<file path="src/rtl/mips_mc_ctrl.sv">
// ---------------------------------------------------------------------------
// mips_mc_ctrl
//   Multi-cycle control unit for the MIPS core. A registered FSM steps each
//   instruction through FETCH / DECODE / EXE / MEM / WB, and handshakes with
//   variable-latency instruction and data memories through req/ready pairs.
//   If a memory never answers, or the opcode is not supported, the FSM parks
//   in a sticky ERR state. The unit also counts retired instructions.
//
//   Parameters
//     TIMEOUT  max cycles a request may wait for ready before ERR (2..2^TO_W-1)
//     TO_W     width of the wait counter
//     CNT_W    width of the retired-instruction counter
//
//   Ports
//     clk, rst          clock (rising edge), asynchronous active-low reset
//     OpCode, Funct     IR[31:26], IR[5:0]; held by the datapath after IRWr
//     Zero              ALU zero flag, used by beq
//     iready, dready    instruction / data memory ready
//     ireq, dreq        instruction / data memory request
//     IRWr, PCWr        IR load, PC load
//     PCSrc             00 PC+4, 01 branch target, 10 jump target
//     RegW, RegDst      RF write enable, 1 = rt / 0 = rd destination
//     Mem2R             1 = write data from DM, 0 = from ALU
//     MemR, MemW        data memory read / write
//     Alusrc            1 = Imm32, 0 = RD2
//     EXTOp             00 zero-ext, 01 sign-ext, 10 imm<<16
//     Aluctrl           0 ADDU, 1 SUBU, 2 AND, 3 OR, 4 SLT
//     state             FETCH=0 DECODE=1 EXE=2 MEM=3 WB=4 ERR=7
//     err               sticky error flag
//     instr_cnt         retired instructions, wraps modulo 2^CNT_W
// ---------------------------------------------------------------------------
module mips_mc_ctrl #(
  parameter int TIMEOUT = 16,
  parameter int TO_W    = 5,
  parameter int CNT_W   = 32
) (
  input  logic             clk,
  input  logic             rst,
  input  logic [5:0]       OpCode,
  input  logic [5:0]       Funct,
  input  logic             Zero,
  input  logic             iready,
  input  logic             dready,
  output logic             ireq,
  output logic             dreq,
  output logic             IRWr,
  output logic             PCWr,
  output logic [1:0]       PCSrc,
  output logic             RegW,
  output logic             RegDst,
  output logic             Mem2R,
  output logic             MemR,
  output logic             MemW,
  output logic             Alusrc,
  output logic [1:0]       EXTOp,
  output logic [4:0]       Aluctrl,
  output logic [2:0]       state,
  output logic             err,
  output logic [CNT_W-1:0] instr_cnt
);

  typedef enum logic [2:0] {
    S_FETCH  = 3'd0,
    S_DECODE = 3'd1,
    S_EXE    = 3'd2,
    S_MEM    = 3'd3,
    S_WB     = 3'd4,
    S_ERR    = 3'd7
  } state_e;

  typedef enum logic [3:0] {
    C_ADDU, C_SUBU, C_AND, C_OR, C_SLT,
    C_ORI, C_LUI, C_LW, C_SW, C_BEQ, C_J, C_ILL
  } instr_e;

  localparam logic [4:0] ALU_ADDU = 5'd0;
  localparam logic [4:0] ALU_SUBU = 5'd1;
  localparam logic [4:0] ALU_AND  = 5'd2;
  localparam logic [4:0] ALU_OR   = 5'd3;
  localparam logic [4:0] ALU_SLT  = 5'd4;

  localparam logic [1:0] EXT_ZERO = 2'b00;
  localparam logic [1:0] EXT_SIGN = 2'b01;
  localparam logic [1:0] EXT_HIGH = 2'b10;

  localparam logic [1:0] PC_SEQ    = 2'b00;
  localparam logic [1:0] PC_BRANCH = 2'b01;
  localparam logic [1:0] PC_JUMP   = 2'b10;

  // Last wait-counter value before a still-pending request becomes a timeout.
  localparam logic [TO_W-1:0] WAIT_LAST = TO_W'(TIMEOUT - 1);

  state_e           r_state;
  logic [TO_W-1:0]  r_wait;
  logic             r_err;
  logic [CNT_W-1:0] r_cnt;

  instr_e           w_instr;
  logic             w_rtype;
  logic [4:0]       w_alu_r;
  logic             w_wait_expired;

  // -------------------------------------------------------------------------
  // Instruction class decode. The datapath keeps IR stable from the IRWr
  // cycle until the next fetch, so OpCode/Funct are valid in every state
  // after FETCH.
  // -------------------------------------------------------------------------
  always_comb begin
    // NOTE: every variable gets a default before the case so no path leaves
    // it unassigned; that is what keeps combinational blocks latch-free.
    w_instr = C_ILL;
    case (OpCode)
      6'b000000: begin
        case (Funct)
          6'b100001: w_instr = C_ADDU;
          6'b100011: w_instr = C_SUBU;
          6'b100100: w_instr = C_AND;
          6'b100101: w_instr = C_OR;
          6'b101010: w_instr = C_SLT;
          default:   w_instr = C_ILL;
        endcase
      end
      6'b001101: w_instr = C_ORI;
      6'b001111: w_instr = C_LUI;
      6'b100011: w_instr = C_LW;
      6'b101011: w_instr = C_SW;
      6'b000100: w_instr = C_BEQ;
      6'b000010: w_instr = C_J;
      default:   w_instr = C_ILL;
    endcase
  end

  always_comb begin
    w_rtype = 1'b1;
    w_alu_r = ALU_ADDU;
    case (w_instr)
      C_ADDU:  w_alu_r = ALU_ADDU;
      C_SUBU:  w_alu_r = ALU_SUBU;
      C_AND:   w_alu_r = ALU_AND;
      C_OR:    w_alu_r = ALU_OR;
      C_SLT:   w_alu_r = ALU_SLT;
      default: w_rtype = 1'b0;
    endcase
  end

  assign w_wait_expired = (r_wait == WAIT_LAST);

  // -------------------------------------------------------------------------
  // State, wait counter, sticky error and retired-instruction counter.
  // A ready seen on the expiry cycle still counts as success: the ready
  // branch is tested before the timeout.
  // -------------------------------------------------------------------------
  always_ff @(posedge clk or negedge rst) begin
    if (!rst) begin
      r_state <= S_FETCH;
      r_wait  <= '0;
      r_err   <= 1'b0;
      r_cnt   <= '0;
    end else begin
      // NOTE: sequential state uses non-blocking assignments so every
      // register samples the pre-edge values, independent of statement order.
      case (r_state)
        S_FETCH: begin
          if (iready) begin
            r_state <= S_DECODE;
            r_wait  <= '0;
          end else if (w_wait_expired) begin
            r_state <= S_ERR;
            r_err   <= 1'b1;
          end else begin
            r_wait  <= r_wait + TO_W'(1);
          end
        end

        S_DECODE: begin
          if (w_instr == C_J) begin
            r_state <= S_FETCH;
            r_cnt   <= r_cnt + CNT_W'(1);
          end else if (w_instr == C_ILL) begin
            r_state <= S_ERR;
            r_err   <= 1'b1;
          end else begin
            r_state <= S_EXE;
          end
        end

        S_EXE: begin
          if (w_rtype || w_instr == C_ORI || w_instr == C_LUI) begin
            r_state <= S_WB;
          end else if (w_instr == C_LW || w_instr == C_SW) begin
            r_state <= S_MEM;
          end else if (w_instr == C_BEQ) begin
            r_state <= S_FETCH;
            r_cnt   <= r_cnt + CNT_W'(1);
          end else begin
            // Only reachable if IR changed under us after DECODE.
            r_state <= S_ERR;
            r_err   <= 1'b1;
          end
        end

        S_MEM: begin
          if (dready) begin
            r_wait <= '0;
            if (w_instr == C_SW) begin
              r_state <= S_FETCH;
              r_cnt   <= r_cnt + CNT_W'(1);
            end else begin
              r_state <= S_WB;
            end
          end else if (w_wait_expired) begin
            r_state <= S_ERR;
            r_err   <= 1'b1;
          end else begin
            r_wait  <= r_wait + TO_W'(1);
          end
        end

        S_WB: begin
          r_state <= S_FETCH;
          r_cnt   <= r_cnt + CNT_W'(1);
        end

        S_ERR: begin
          r_state <= S_ERR;
        end

        default: begin
          r_state <= S_ERR;
          r_err   <= 1'b1;
        end
      endcase
    end
  end

  assign state     = r_state;
  assign err       = r_err;
  assign instr_cnt = r_cnt;

  // -------------------------------------------------------------------------
  // Datapath controls: pure decode of state, IR fields, Zero and ready.
  // Gating everything with rst makes the enables drop the moment reset is
  // asserted, so an aborted instruction cannot write anything afterwards.
  // -------------------------------------------------------------------------
  always_comb begin
    ireq    = 1'b0;
    dreq    = 1'b0;
    IRWr    = 1'b0;
    PCWr    = 1'b0;
    PCSrc   = PC_SEQ;
    RegW    = 1'b0;
    RegDst  = 1'b0;
    Mem2R   = 1'b0;
    MemR    = 1'b0;
    MemW    = 1'b0;
    Alusrc  = 1'b0;
    EXTOp   = EXT_ZERO;
    Aluctrl = ALU_ADDU;

    if (rst) begin
      case (r_state)
        S_FETCH: begin
          ireq = 1'b1;
          if (iready) begin
            IRWr  = 1'b1;
            PCWr  = 1'b1;
            PCSrc = PC_SEQ;
          end
        end

        S_DECODE: begin
          if (w_instr == C_J) begin
            PCWr  = 1'b1;
            PCSrc = PC_JUMP;
          end
        end

        S_EXE: begin
          if (w_rtype) begin
            Alusrc  = 1'b0;
            Aluctrl = w_alu_r;
          end else begin
            case (w_instr)
              C_ORI: begin
                Alusrc  = 1'b1;
                EXTOp   = EXT_ZERO;
                Aluctrl = ALU_OR;
              end
              C_LUI: begin
                Alusrc  = 1'b1;
                EXTOp   = EXT_HIGH;
                Aluctrl = ALU_OR;
              end
              C_LW, C_SW: begin
                Alusrc  = 1'b1;
                EXTOp   = EXT_SIGN;
                Aluctrl = ALU_ADDU;
              end
              C_BEQ: begin
                Alusrc  = 1'b0;
                EXTOp   = EXT_SIGN;
                Aluctrl = ALU_SUBU;
                PCWr    = Zero;
                PCSrc   = PC_BRANCH;
              end
              default: ;
            endcase
          end
        end

        S_MEM: begin
          // MemW stays high every MEM cycle until dready completes the store.
          dreq = 1'b1;
          MemR = (w_instr == C_LW);
          MemW = (w_instr == C_SW);
        end

        S_WB: begin
          RegW   = 1'b1;
          RegDst = !w_rtype;
          Mem2R  = (w_instr == C_LW);
        end

        default: ;
      endcase
    end
  end

endmodule

</file>
<file path="config.mk">
export PLATFORM = sky130hd
export DESIGN_NAME = mips_mc_ctrl
export DESIGN_NICKNAME = d
export VERILOG_FILES = /design/src/rtl/mips_mc_ctrl.sv
export SDC_FILE = /design/constraint.sdc
export NUM_CORES = 1
export LEC_CHECK = 0
export ABC_AREA = 1
export CORE_MARGIN = 2
export CORE_UTILIZATION = 44
export DETAILED_ROUTE_END_ITERATION = 6
export PLACE_DENSITY = 0.76
export SLEW_MARGIN = 15
export SYNTH_ARGS = -nofsm -noshare
export SYNTH_HDL_FRONTEND = slang
export SYNTH_SLANG_ARGS = --single-unit
</file>
<file path="constraint.sdc">
create_clock -name clk -period 2.6 [get_ports clk]
set_clock_uncertainty 0.1 [all_clocks]
set_input_delay 0.78 -clock clk [delete_from_list [all_inputs] [get_ports clk]]
set_output_delay 0.78 -clock clk [all_outputs]
set_load 0.02 [all_outputs]
</file>
Word level (Yosys, flattened, before mapping)

Cells that the tools add are included.

Bitwise logic cells: 1
Reduce and logical (&&, ||, !) cells: 16
Shift-type cells: 0
Add/sub/neg operators: 2
$mul: 0
Div/mod/pow operators: 0
Multiplexer cells: 73
$lt $le $gt $ge: 0
Equality and inequality tests: 39

Operator list:

| cell                                                             | count |
|---|---|
| 32-bit 2-to-1 mux                                                | 6 |
| 32-bit one-hot mux with 4 select lines                           | 1 |
| 6-bit == test (second input constant)                            | 7 |
| 1-bit 2-to-1 mux                                                 | 36 |
| 32-bit by 1-bit adder with 32-bit output (second input constant) | 1 |
| 5-bit 2-to-1 mux                                                 | 6 |
| 4-bit one-hot mux with 7 select lines                            | 1 |
| 3-bit 2-to-1 mux                                                 | 9 |
| 2-bit inequality test (second input constant)                    | 11 |
| 4-bit one-hot mux with 5 select lines                            | 1 |
| 4-bit by 3-bit == test with 1-bit output (second input constant) | 4 |
| 4-bit == test (second input constant)                            | 4 |
| 3-bit one-hot mux with 5 select lines                            | 1 |
| 6-bit by 4-bit == test with 1-bit output (second input constant) | 2 |
| 2-bit one-hot mux with 2 select lines                            | 3 |
| 3-bit one-hot mux with 4 select lines                            | 1 |
| 2-bit 2-to-1 mux                                                 | 5 |
| 5-bit one-hot mux with 2 select lines                            | 1 |
| 4-bit by 2-bit == test with 1-bit output (second input constant) | 2 |
| 8-bit AND reduction                                              | 1 |
| 7-bit AND reduction                                              | 1 |
| 3-bit by 2-bit == test with 1-bit output (second input constant) | 2 |
| 3-bit == test (second input constant)                            | 2 |
| 6-bit by 2-bit == test with 1-bit output (second input constant) | 1 |
| 19 further kinds                                                 | 22 |

Memory bits (writable): 0
Output and inout bits: 55
Memory bits (read-only): 0
Register bits: 41
Word-level logic and storage cells: 135
Memories kept: 0
Bits in latches: 0

Longest topological paths before layout

Depth after elaboration: 10
Mapped depth: 14

Worst setup path before layout

OpenSTA, ideal clock, no wires.

Path kind: input port to output port
Start point: input port OpCode[5]
End point: output port EXTOp[1]
Data required time: 1.720 ns
Path slack: -0.452 ns
Buffers on the path: 0
Data arrival time: 2.172 ns
Stages on the path: 7
Cells stage by stage: nor2_4 nand3_1 nand3_2 inv_2 nor2_2 inv_1 nor4_1

Cells in the longest elaborated chain, start to end: 8

Ends and longest elaborated chain:

| item                                                                             | RTL line | text |
|---|---|---|
| start, declared                                                                  | 39       | `input logic [5:0] OpCode,` |
| 6-bit by 2-bit == test with 1-bit output (tied with other cells)                 | 112      | `case (OpCode)` |
| 4-bit one-hot mux with 7 select lines (*)                                        | 112      |  |
| 4-bit by 3-bit == test with 1-bit output (tied with other cells)                 | 283      | `case (w_instr)` |
| 3-bit OR reduction (no line) / 5-bit OR reduction (equally long branches)        | --       |  |
| 2-bit one-hot mux with 2 select lines / 1-bit 2-to-1 mux (equally long branches) | 283, 136 |  |
| 2-bit 2-to-1 mux (*)                                                             | 279      | `if (w_rtype) begin` |
| 2-bit 2-to-1 mux (*)                                                             | 261      | `case (r_state)` |
| 2-bit 2-to-1 mux (*)                                                             | 260      | `if (rst) begin` |
| end, declared                                                                    | 55       | `output logic [1:0] EXTOp,` |

Mark *: on every way between the ends. The rest lies on a longest branch, timed or not.

Final worst setup path

Start point: input port OpCode[3]
End point: output port Aluctrl[0]

Cells in the longest elaborated chain, start to end: 8

Ends and longest elaborated chain:

| item                                                                             | RTL line | text |
|---|---|---|
| 6-bit by 2-bit == test with 1-bit output (tied with other cells)                 | 112      |  |
| 4-bit one-hot mux with 7 select lines (*)                                        | 112      |  |
| 4-bit by 3-bit == test with 1-bit output (tied with other cells)                 | 283      |  |
| 2-bit OR reduction (no line) / 5-bit OR reduction (equally long branches)        | --       |  |
| 2-bit one-hot mux with 2 select lines / 1-bit 2-to-1 mux (equally long branches) | 283, 136 |  |
| 5-bit 2-to-1 mux (*)                                                             | 279      |  |
| 5-bit 2-to-1 mux (*)                                                             | 261      |  |
| 5-bit 2-to-1 mux (*)                                                             | 260      |  |
| end, declared                                                                    | 56       | `output logic [4:0] Aluctrl,` |

Marked as above.

==> flow_metrics.py <==
metrics = {
    "cells_and_area": {
        "drive_above_1_share_pct": 36.4,
        "final_util_pct": 75.4,
        "fillers": 412,
        "mostFrequentLayoutCell": "nand2_1",
        "n_antenna_cell": 0,
        "syn_to_final_growth_pct": 64.1,
        "final_cell_mix": "nand2_1, buf_4, nor2_1, dfrtp_1, clkdlybuf4s50_1",
        "layout.nets": 545,
    },
    "route": {
        "vias": 3206,
        "drt_pass1_iterations": 5,
        "routed_wl_um": 9410,
        "drt_first_iter_violations": 215,
        "wl_per_cell_um": 15.7,
        "ant_nets": 0,
        "drc": 0,
        "via_per_inst": 5.34,
    },
    "cts": {
        "cts_sinks": 41,
        "clkTransAtPathRegs_ps": 70,
        "cts_hold_buf": 0,
        "htree_levels": 2,
        "ctsRootBufferMaster": "clkbuf_8",
        "clk-insertion-delay-late_ps": 300,
        "cts_max_path_buffers": 2,
        "cts_tree": "done",
        "cts_buffers": 5,
    },
    "global_route": {
        "grt_pass1_vias": 3145,
        "grt_antenna_before_repair": 0,
        "overflow": 0,
        "grt_max_degree": 42,
        "global_route.usage.total_pct": 25.7,
        "grt_first_pass_wirelength_um": 14800,
    },
    "hold_path": {
        "hold_class": "reg2reg",
        "hp-start": "err",
    },
    "setup_path": {
        "cp_slowest_cell": "nor2_4",
        "crit_path_max_fanout": 6,
        "worstPathRequired_ps": 1720,
        "startpoint": "OpCode[3]",
        "max_stage_delay_ps": 240,
        "path_class": "in2out",
        "cp.arrival_ps": 2230,
        "end_kind": "output pin",
        "r2r_start": "state[0]",
        "path_cells": "buf_12 -> nor2_4 -> nand3_4 -> buf_4 -> nand3_4 -> nor2_4 -> nand4_4 -> buf_6 -> nand3_2 -> a21oi_4 -> buf_6",
        "start_kind": "input port",
    },
    "synthesis": {
        "synth_seq_area_share_pct": 37.3,
        "yosys.area.top_type": "dfrtp_1",
        "syn_area_um2": 2750,
        "postSynthAreaPerCell_um2": 7.17,
        "ys_seq_elements": 41,
        "synth.top_cell.area_share_pct": 37.3,
        "yosys_warnings": 0,
        "synth.top_cells.by_area": "dfrtp_1, nand2_1, nor2_1, nand3_1, xor2_1",
        "ys_types": 36,
        "syn_inst": 384,
    },
    "timing": {
        "worstMarginPinSlew_ps": 522,
        "fin_ws_ps": -511,
        "setup_viol": 12,
        "final-hold-violation-count": 0,
        "layout_worst_path_cycle_share_pct": 120,
        "max_freq_ghz": 0.321,
        "fin_crit_ps": 3110,
        "drv_slew": 0,
        "slew_headroom_pct": 65.2,
        "rsz0062_at_grt": "true",
    },
    "power": {
        "power_density_nw_per_um2": 267,
        "ir_drop_mv": 0.284,
        "p_sw_uw": 318,
        "swShare_pct": 26.3,
        "internal-power_uw": 890,
        "combPwrFrac_pct": 14.5,
        "p_total_uw": 1210,
        "leakage_uw": 0.00203,
        "power_frac_clock_pct": 32.7,
        "power_frac_seq_pct": 52.7,
    },
    "floorplanning": {
        "initial_utilization_pct": 46.0,
        "die-height_um": 83.1,
        "coreArea_um2": 5990,
        "dieArea_um2": 6910,
        "rows": 28,
        "io_pins": 72,
        "dieWidth_um": 83.1,
    },
    "placed_design": {
        "portBuffers": 69,
        "hpwl_um": 5890,
        "gp_congestion": 0.888,
    },
    "flow_run": {
        "maxCapViolations": 0,
    },
    "run_status": {
        "status": "finished, violations left",
        "violations": "negative setup slack",
    },
}
[state kept, by name (all words and copies together), names as in the netlist]
register   cells
state          3
r_wait         5
err            1
instr_cnt     32
[final cells by class]
| class | instances | area [um2] | area share [%] |
|---|---|---|---|
| Multi-Input combinational cell | 293 | 1880 | 41.5 |
| Timing Repair Buffer | 138 | 1260 | 27.9 |
| Sequential cell | 41 | 1030 | 22.7 |
| Inverter | 47 | 189 | 4.18 |
| Tap cell | 75 | 93.8 | 2.08 |
| Clock buffer | 5 | 68.8 | 1.52 |
| Clock inverter | 1 | 5.00 | 0.111 |
[worst paths after layout]
path,endpoint,slack [ps],cells past startpoint
worst min register to register,err,370,2
max in group asynchronous,instr_cnt[29],1560,2
worst max register to register,err,410,13
worst min-delay path,err,370,2
worst max-delay path,Aluctrl[0],-510,11
min in group asynchronous,instr_cnt[18],470,2
[power groups by stage]
stage               Clock [uW]  Combinational (uW)  Sequential (uW)
floorplan                    0                44.5              650
global placement             0                 115              650
detailed placement           0                 117              650
CTS                        392                 156              637
global route               427                 186              637
finish                     396                 176              637
[cell usage after synthesis (all sizes together)]
cell	instances
nand4	11
nand3b	1
nand3	41
a21oi	6
or2	1
nand2	90
a31oi	3
nor4	3
nor3	14
conb	1
xor2	18
nor2	76
o22ai	1
dfrtp	41
ha	2
o2111ai	1
clkinv	1
buf	4
a211oi	1
o21ai	6
inv	46
xnor2	14
a22oi	1
o211ai	1
[metal layers]
layer / GRT usage (%) / part of all wire (%)
met1: 33.7 / 41
met2: 44.0 / 51
met3: 4.17 / 5.3
met4: 6.71 / 2.8
met5: 0 / 0
[repair_timing]
action,CTS,global route
pin swaps,30,18
setup endpoints to repair,19,16
gates resized for setup,205,35
buffers inserted,13,10
[critical path, delay by kind of cell]
family          cells  cell delay (ps)
compound gates      1              120
buf+inv             4              540
simple gates        6              780
[cell families (layout without fill, tap and decap cells)]
kind of cell | after synthesis | after routing | share of synthesized area, %
buffers and inverters | 51 | 191 | 7.63
AND/OR/NAND/NOR | 237 | 237 | 39.5
flip-flops | 41 | 41 | 37.3
XOR/XNOR | 32 | 32 | 10.2
other | 1 | 2 | 0.136
adder cells (fa/ha/maj) | 2 | 2 | 0.909
AO/OA/AOI/OAI | 20 | 20 | 4.36
[metrics by stage]
| step | setup WS [ps] | std cells | area [um2] | setup TNS (ps) | hold WS, ps |
|---|---|---|---|---|---|
| final | -511 | 600 | 4520 | -4060 | 367 |
| after global routing | -576 | 600 | 4520 | -4710 | 419 |
| after CTS | -465 | 592 | 4360 | -3230 | 373 |
| after detailed placement | -1420 | 574 | 3940 | -21340 | 354 |
| after global placement | -1440 | 574 | 3940 | -19870 | 350 |
| after floorplan | -228 | 385 | 2810 | -1320 | 384 |
Note: power is estimated with default switching activity, not from simulation.
